$ cat src/rtl/cmd_framer.sv
// Two-byte command framer between a UART receiver and its consumer, plus
// acknowledge-byte transmit sequencing. Optional inter-byte timeout: CMD_TMO_EN.
module cmd_framer #(
    parameter int unsigned TMO_CYC   = 1_000_000,
    parameter logic [7:0]  RESP_BYTE = 8'hA5
) (
    input  logic        clk,
    input  logic        rst_n,
    input  logic [7:0]  rx_data,
    input  logic        rx_rdy,
    output logic        clr_rx_rdy,
    output logic        trmt,
    output logic [7:0]  tx_data,
    input  logic        tx_done,
    output logic [15:0] cmd,
    output logic        cmd_rdy,
    input  logic        clr_cmd_rdy,
    input  logic        send_resp
);

    typedef enum logic {HIGH, LOW} state_t;

    state_t state;
    logic   tx_busy;
    logic   resp_pend;
    logic   busy_eff;

    assign tx_data = RESP_BYTE;

    // Every byte is consumed in the cycle it is seen, in either state.
    assign clr_rx_rdy = rx_rdy & rst_n;

`ifdef CMD_TMO_EN
    localparam int unsigned CW = (TMO_CYC > 1) ? $clog2(TMO_CYC) : 1;
    logic [CW-1:0] tmo_cnt;
`endif

    always_ff @(posedge clk or negedge rst_n) begin
        if (!rst_n) begin
            state   <= HIGH;
            cmd     <= '0;
            cmd_rdy <= 1'b0;
`ifdef CMD_TMO_EN
            tmo_cnt <= '0;
`endif
        end else begin
            case (state)
                HIGH: begin
                    if (rx_rdy) begin
                        cmd[15:8] <= rx_data;
                        cmd_rdy   <= 1'b0;
                        state     <= LOW;
`ifdef CMD_TMO_EN
                        tmo_cnt   <= '0;
`endif
                    end else if (clr_cmd_rdy) begin
                        cmd_rdy <= 1'b0;
                    end
                end
                LOW: begin
                    if (clr_cmd_rdy)
                        cmd_rdy <= 1'b0;
                    // Later assignment lets completion win over a coincident clear.
                    if (rx_rdy) begin
                        cmd[7:0] <= rx_data;
                        cmd_rdy  <= 1'b1;
                        state    <= HIGH;
                    end
`ifdef CMD_TMO_EN
                    else if (tmo_cnt == CW'(TMO_CYC - 1))
                        state <= HIGH;
                    else
                        tmo_cnt <= tmo_cnt + 1'b1;
`endif
                end
                default: state <= HIGH;
            endcase
        end
    end

    // trmt counts as busy during its own pulse; tx_done frees the line at once.
    assign busy_eff = trmt | (tx_busy & ~tx_done);

    always_ff @(posedge clk or negedge rst_n) begin
        if (!rst_n) begin
            trmt      <= 1'b0;
            tx_busy   <= 1'b0;
            resp_pend <= 1'b0;
        end else begin
            trmt <= 1'b0;
            if (trmt)
                tx_busy <= 1'b1;
            else if (tx_done)
                tx_busy <= 1'b0;
            if ((send_resp || resp_pend) && !busy_eff) begin
                trmt      <= 1'b1;
                resp_pend <= 1'b0;
            end else if (send_resp) begin
                resp_pend <= 1'b1;
            end
        end
    end

endmodule

$ cat config.mk
export PLATFORM = sky130hd
export DESIGN_NAME = cmd_framer
export DESIGN_NICKNAME = d
export VERILOG_FILES = /design/src/rtl/cmd_framer.sv
export SDC_FILE = /design/constraint.sdc
export NUM_CORES = 1
export LEC_CHECK = 0
export ABC_AREA = 1
export ABC_CLOCK_PERIOD_IN_PS = 1300
export CAP_MARGIN = 20
export CORE_UTILIZATION = 42
export DETAILED_ROUTE_END_ITERATION = 6
export DONT_BUFFER_PORTS = 1
export PLACE_DENSITY = 0.54
export SLEW_MARGIN = 40
export SYNTH_ARGS = -nofsm -noshare
export SYNTH_HDL_FRONTEND = slang
export SYNTH_SLANG_ARGS = --single-unit
$ cat constraint.sdc
create_clock -name clk -period 1.3 [get_ports clk]
set_clock_uncertainty 0.2 [all_clocks]
set_input_delay 0 -clock clk [delete_from_list [all_inputs] [get_ports clk]]
set_output_delay 0 -clock clk [all_outputs]
set_load 0.01 [all_outputs]
### After elaboration in Yosys (flattened, before gate mapping)

Index checks and enable logic that the tools add are counted.

| operators by class | value |
|---|---|
| muxes and demuxes | 12 |
| bitwise gates (word level) | 5 |
| reduce and logical (&&, ||, !) cells | 7 |

Operator list:

| cell | number |
|---|---|
| $mux 1 | 10 |
| $pmux 1 s2 | 2 |
| $reduce_and 2->1 | 2 |
| $reduce_bool 2->1 | 2 |
| $and 1x1->1 | 2 |
| $not 1->1 | 2 |
| $logic_and 1x1->1 | 1 |
| $logic_not 1->1 | 1 |
| $logic_or 1x1->1 | 1 |
| $or 1x1->1 | 1 |

| word-level totals | value |
|---|---|
| register bits after elaboration | 21 |
| input port bits | 14 |
| logic and storage cells | 31 |

### Longest topological paths before layout

Gate-level depths: netlist of the first run.

| depth | value |
|---|---|
| depth in word-level cells | 6 |
| mapped depth | 5 |
| gate-level depth less buffers | 4 |

### Least setup slack after synthesis of the first run

No wires, ideal clock.

| path | value |
|---|---|
| path kind | register to register |
| start | register state |
| end | register cmd[0] |
| setup time | 0.130 ns |
| arrival | 0.857 ns |
| slack | 0.113 ns |
| stages on the path, launching flop included | 5 |
| buffers on the path | 1 |
| period minus slack after synthesis | 1.187 ns |
| cells stage by stage | dfrtp_1 -> ha_1 -> buf_6 -> nand2_1 -> o21ai_0 |

| between the ends | value |
|---|---|
| longest elaborated chain between the ends | 1 |

Ends and longest elaborated chain:

| item | RTL line | source |
|---|---|---|
| start, declared | 23 | `state_t state;` |
| start signal, assigned | 40 | `state <= HIGH;` |
| start signal, assigned | 52 | `state <= LOW;` |
| start signal, assigned | 67 | `state <= HIGH;` |
| $reduce_and 2->1 (no source line) | - |  |
| end signal, assigned | 65 | `cmd[7:0] <= rx_data;` |
| end, declared | 15 | `output logic [15:0] cmd,` |

No other way between the ends.
A chain may end at the register's enable or synchronous reset.

### Worst setup path in the final report of the first run

| path | value |
|---|---|
| start | register state |
| end | register cmd[11] |

| between the ends | value |
|---|---|
| longest elaborated chain between the ends | 2 |

Ends and longest elaborated chain:

| item | RTL line | source |
|---|---|---|
| $not 1->1 (no source line) | - |  |
| $reduce_and 2->1 (no source line) | - |  |
| end signal, assigned | 50 | `cmd[15:8] <= rx_data;` |

No other way between the ends.

==> metrics.txt, run 1 <==
core footprint 1982 um2; Clock Latency Late Sink 0.29 ns; Combinational Power Share 23.0%; crit path time final 1.164 ns; largest family of logic cells by synthesized area buffers and inverters; NetSw 804.8 uW; CP delay by family, top flip-flops; Placed Area 873.3 um2; Final Cycle Share 89.51%; Layout area overhead 19.61%; Chip Height 48.28 um; CP max stage delay 0.43 ns; Clock Path Buffers 2; Die W 48.28 um; Fin. Hold Viols 21; Pint 1.287 mW; Worst Path Required 1.29 ns; max cap viols 0; drc violations 0; Row Count 16; most common cell after layout, fill and taps aside inv_1; Max H-tree Level 1; Starting DRT DRC Count 10; final HPWL from detailed placement 1018 um; largest net degree at the start of global routing 23; Worst Setup End Kind flop; Worst Setup Start Kind flop; global-route wire length before repair 2159 um; Max rail drop VDD 1.056 mV; crit path max-delay cell type dfrtp_1; Power Dens Cells 1944 nW/um2; Ys Warns 0; die area 2331 um2; RSZ-0062 raised after global routing false; antenna cells 0; #FFs+latches synth 21; Root Driver clkbuf_4; clock power share 15.0%; number of post-CTS setup repair buffers 0; Overflow after GRT 0; Mapped Cells 98; final net count 129; syn_area_per_cell 9.180 um2; Final GP Congestion 0.6071; post-synthesis mux area share 0%; Compound-Gate Fraction of Synth Area 10.01%; vias 601; critical path type flop to flop; DRT antenna net count 0; post-route design area 1076 um2; Post-Synth XOR/XNOR Area 0%; worst min-delay path class primary input to async pin; Max FO, Critical Path 16; achievable frequency 859.4 MHz; Adder-Cell Fraction of Synth Area 2.782%; # IOs 41; IO buf count 0; reg-to-reg slack, setup 0.14 ns; Initial Util 45.39%; vias in the first global route 509; via/cell ratio 4.324; Pleak 0.5405 nW; CTS buffer count 3; initial antenna violation count 0; share of cells above drive strength 1 6.250%; Setup violations, final 0; CP cell instances inv_1 -> ha_4 -> o21ai_0; status finished with violations; register share of total power 62.0%; DP Worst Slack -0.08457 ns; Power Total 2.092 mW; Synth cell types 10; clock sink count 21; Slew Limit Fails 0; Pre-antenna DRT Iters 3; Arr. time, crit path 1.16 ns; CTS tree done; hold_ws -0.1005 ns; Synth Area in Simple Gates 9.597%; CP Buf/Inv Count 1; switching share of total power 38.48%; Worst-path clk slew 0.12 ns; fin worst setup slack 0.1364 ns; final wirelength 1510 um; most frequent cells in the layout inv_1, nand2_1, dfrtp_1; failing checks hold timing; Post-Syn Area 899.6 um2; detailed-route wire length per cell 10.86 um; Global Route Usage Sum 13.64%; sequential-to-total area share from yosys stat 58.41%
state kept, by name, indices dropped and copies added, names as in the netlist:
name / cells
resp_pend: 1
trmt: 1
state: 1
cmd: 16
cmd_rdy: 1
tx_busy: 1
per-layer routing:
layer	track usage (%)	routed length (um)
met1	17.65	729
met2	21.60	646
met3	6.296	125
met4	1.667	8
met5	0	0
Yosys cell counts:
library cell / number / area share (%)
nor2_1: 2 / 0.83
buf_4: 8 / 6.7
buf_6: 2 / 2.5
o21ai_0: 17 / 9.5
nand2_1: 21 / 8.8
inv_1: 22 / 9.2
conb_1: 2 / 0.83
a21oi_1: 1 / 0.56
ha_1: 2 / 2.8
dfrtp_1: 21 / 58
logic make-up (layout without fill, tap and decap cells):
| family | count (synthesis) | in the layout |
|---|---|---|
| and+or+nand+nor | 23 | 23 |
| other | 2 | 8 |
| AOI/OAI and AO/OA | 18 | 18 |
| DFF | 21 | 21 |
| adders and majority gates | 2 | 2 |
| buffers and inverters | 32 | 40 |
timing repair:
item | 4_1_cts | 5_1_grt
pin swaps | 0 | 0
resized for setup | 2 | 2
endpoints found under the setup margin | 16 | 7
hold endpoints to repair | 43 | 22
hold buffers | 12 | 2
final cells by class:
type | count | area (um2)
multi-input cells | 51 | 256.5
clock buffers | 3 | 22.52
inverters | 22 | 82.58
repair buffers | 14 | 150.1
clock inverters | 1 | 5.005
fillers | 188 | 905.9
flip-flops and latches | 21 | 525.5
well taps | 27 | 33.78
stage by stage:
step,utilization [%],instances,TNS [ns]
floorplan,-,104,0
global placement,44.07,121,-0.3931
detailed placement,44.07,121,-1.000
CTS,51.77,137,0
global route,54.29,139,0
finish,54.29,139,0
worst paths after layout:
kind / end / start / cells past startpoint
max: cmd[11]$_DFFE_PN0P_ / state$_DFF_PN0_ / 3
min: cmd[14]$_DFFE_PN0P_ / rst_n / 2
max reg2reg: cmd[11]$_DFFE_PN0P_ / state$_DFF_PN0_ / 3
min reg2reg: tx_busy$_DFFE_PN0P_ / tx_busy$_DFFE_PN0P_ / 2
max in group asynchronous: cmd[2]$_DFFE_PN0P_ / rst_n / 2
min in group clk: cmd[6]$_DFFE_PN0P_ / rx_data[6] / 3
power by group through the flow:
| stage | combinational [mW] | sequential, mW | clock (mW) |
|---|---|---|---|
| final | 0.481 | 1.30 | 0.313 |
| after global routing | 0.577 | 1.35 | 0.355 |
| after CTS | 0.436 | 1.30 | 0.326 |
| after detailed placement | 0.397 | 1.30 | 0 |
| after global placement | 0.372 | 1.30 | 0 |
| after floorplan | 0.375 | 1.25 | 0 |
(Power assumes the default switching activity.)
==> run 2: changes to the inputs <==
--- a/config.mk
+++ b/config.mk
@@ -6,13 +6,12 @@
 export NUM_CORES = 1
 export LEC_CHECK = 0
 export ABC_AREA = 1
-export ABC_CLOCK_PERIOD_IN_PS = 1300
+export ABC_CLOCK_PERIOD_IN_PS = 1400
 export CAP_MARGIN = 20
 export CORE_UTILIZATION = 42
 export DETAILED_ROUTE_END_ITERATION = 6
 export DONT_BUFFER_PORTS = 1
 export PLACE_DENSITY = 0.54
-export SLEW_MARGIN = 40
 export SYNTH_ARGS = -nofsm -noshare
 export SYNTH_HDL_FRONTEND = slang
 export SYNTH_SLANG_ARGS = --single-unit
==> constraint.sdc (replaced) <==
create_clock -name clk -period 1.4 [get_ports clk]
set_clock_uncertainty 0.2 [all_clocks]
set_input_delay 0 -clock clk [delete_from_list [all_inputs] [get_ports clk]]
set_output_delay 0 -clock clk [all_outputs]
set_load 0.01 [all_outputs]
==> metrics.txt, run 2 (synthesis results as in run 1) <==
die area 2331 um2; Slew Limit Fails 0; Worst Path Required 1.37 ns; IO buf count 0; crit path time final 1.244 ns; detailed-route wire length per cell 10.67 um; max FFs per register 16; WP depth 3; Layout area overhead 18.36%; drc violations 0; # IOs 41; largest net degree at the start of global routing 23; CP endpoint cmd[10]$_DFFE_PN0P_; post-route design area 1065 um2; Worst Setup Start Kind flop; Chip Height 48.28 um; CTS tree done; clock sink count 21; CP delay by family, top flip-flops; CTS buffer count 3; DRT antenna net count 0; max cap viols 0; via/cell ratio 4.236; Pre-antenna DRT Iters 4; Max rail drop VDD 0.9956 mV; Die W 48.28 um; Global Route Usage Sum 13.81%; global-route wire length before repair 2180 um; RSZ-0062 raised after global routing false; Final Util 53.72%; CP cell instances inv_1 -> ha_2 -> o21ai_0; Initial Util 45.39%; Placed Area 873.3 um2; Pleak 0.5387 nW; Worst-path clk slew 0.11 ns; Starting DRT DRC Count 7; most frequent cells in the layout inv_1, nand2_1, dfrtp_1; Overflow after GRT 0; most common cell after layout, fill and taps aside inv_1; Fin. Hold Viols 21; critical path type flop to flop; worst setup path startpoint state$_DFF_PN0_; share of cells above drive strength 1 5.310%; core footprint 1982 um2; Root Driver clkbuf_4; hold_ws -0.08365 ns; Setup violations, final 0; reg2reg start state$_DFF_PN0_; met1 usage in global routing 16.98%; Clock Path Buffers 2; Final Cycle Share 88.86%; antenna cells 0; vias 593; crit path max-delay cell type dfrtp_1; setup_tns 0 ns; status finished with violations; vias in the first global route 527; GRT met2 Usage 22.93%; Power Dens Cells 1777 nW/um2; Inst Count DP 121; gr busiest metal met2; met3 GRT Util 6.296%; initial antenna violation count 0; worst min-delay path class primary input to async pin; reg-to-reg slack, setup 0.16 ns; FF-to-FF End cmd[10]$_DFFE_PN0P_; Max FO, Critical Path 16; Row Count 16; Final GP Congestion 0.6070; Arr. time, crit path 1.21 ns; failing checks hold timing; final wirelength 1494 um; achievable frequency 803.9 MHz; Worst Setup End Kind flop; Clock Latency Late Sink 0.29 ns; CP Buf/Inv Count 1; most flop-heavy register cmd; non-filler cells, final 140; Max H-tree Level 1; final HPWL from detailed placement 1015 um; Worst Reg-to-Reg Cells 3; CP max stage delay 0.41 ns; final net count 130
-- run 2: cell count changes in the layout (fill, tap and decap cells not counted), sizes merged --
cell / change
clkbuf: +1
clkinv: -1
dlygate4sd3: +1
-- run 2: routing by layer --
metal  vias up  wire length (um)
met2        23               698
met5         -                 0
met3         2               124
li1        306                 -
met1       262               663
met4         0                 8
-- run 2: metrics by stage --
step                total power, mW  worst slack [ns]
detailed placement            1.580           0.02154
CTS                           1.900           0.01857
floorplan                     1.511            0.2129
global route                  2.063           0.07172
global placement              1.551           0.05680
finish                        1.893            0.1560
-- run 2: repair_timing --
action / in CTS / in global routing
gates resized for setup: 1 / 1
setup endpoints to repair: 1 / 8
endpoints found under the hold margin: 43 / 29
hold buffers: 12 / 3
gates cloned: 0 / 0
setup buffers: 0 / 0
-- run 2: worst min-delay path by stage --
stage               slack (ns)  depth (start not counted)             endpoint
finish                   -0.08                          2  cmd[14]$_DFFE_PN0P_
global route             -0.09                          2  cmd[14]$_DFFE_PN0P_
CTS                      -0.83                          0  cmd[14]$_DFFE_PN0P_
detailed placement       -0.50                          0  cmd[14]$_DFFE_PN0P_
global placement         -0.50                          0  cmd[14]$_DFFE_PN0P_
floorplan                -0.50                          0   cmd[0]$_DFFE_PN0P_
-- run 2: power breakdown --
part           switching (mW)  internal [mW]  total, mW
Clock                   0.167          0.111      0.278
Combinational           0.246          0.171      0.417
Sequential              0.303          0.895       1.20
-- run 2: worst register-to-register path, delay by kind of cell, from the launching register on --
kind | cells | cell delay [ns]
flops | 1 | 0.41
fa+ha+maj | 1 | 0.31
compound gates | 1 | 0.14
buf+inv | 1 | 0.06
-- run 2: area by class of cell --
class                   count  area [um2]
repair buffers             15       160.2
flip-flops and latches     21       525.5
well taps                  27       33.78
multi-input cells          51       236.5
inverters                  22       82.58
fillers                   195       917.1
clock buffers               4       26.28
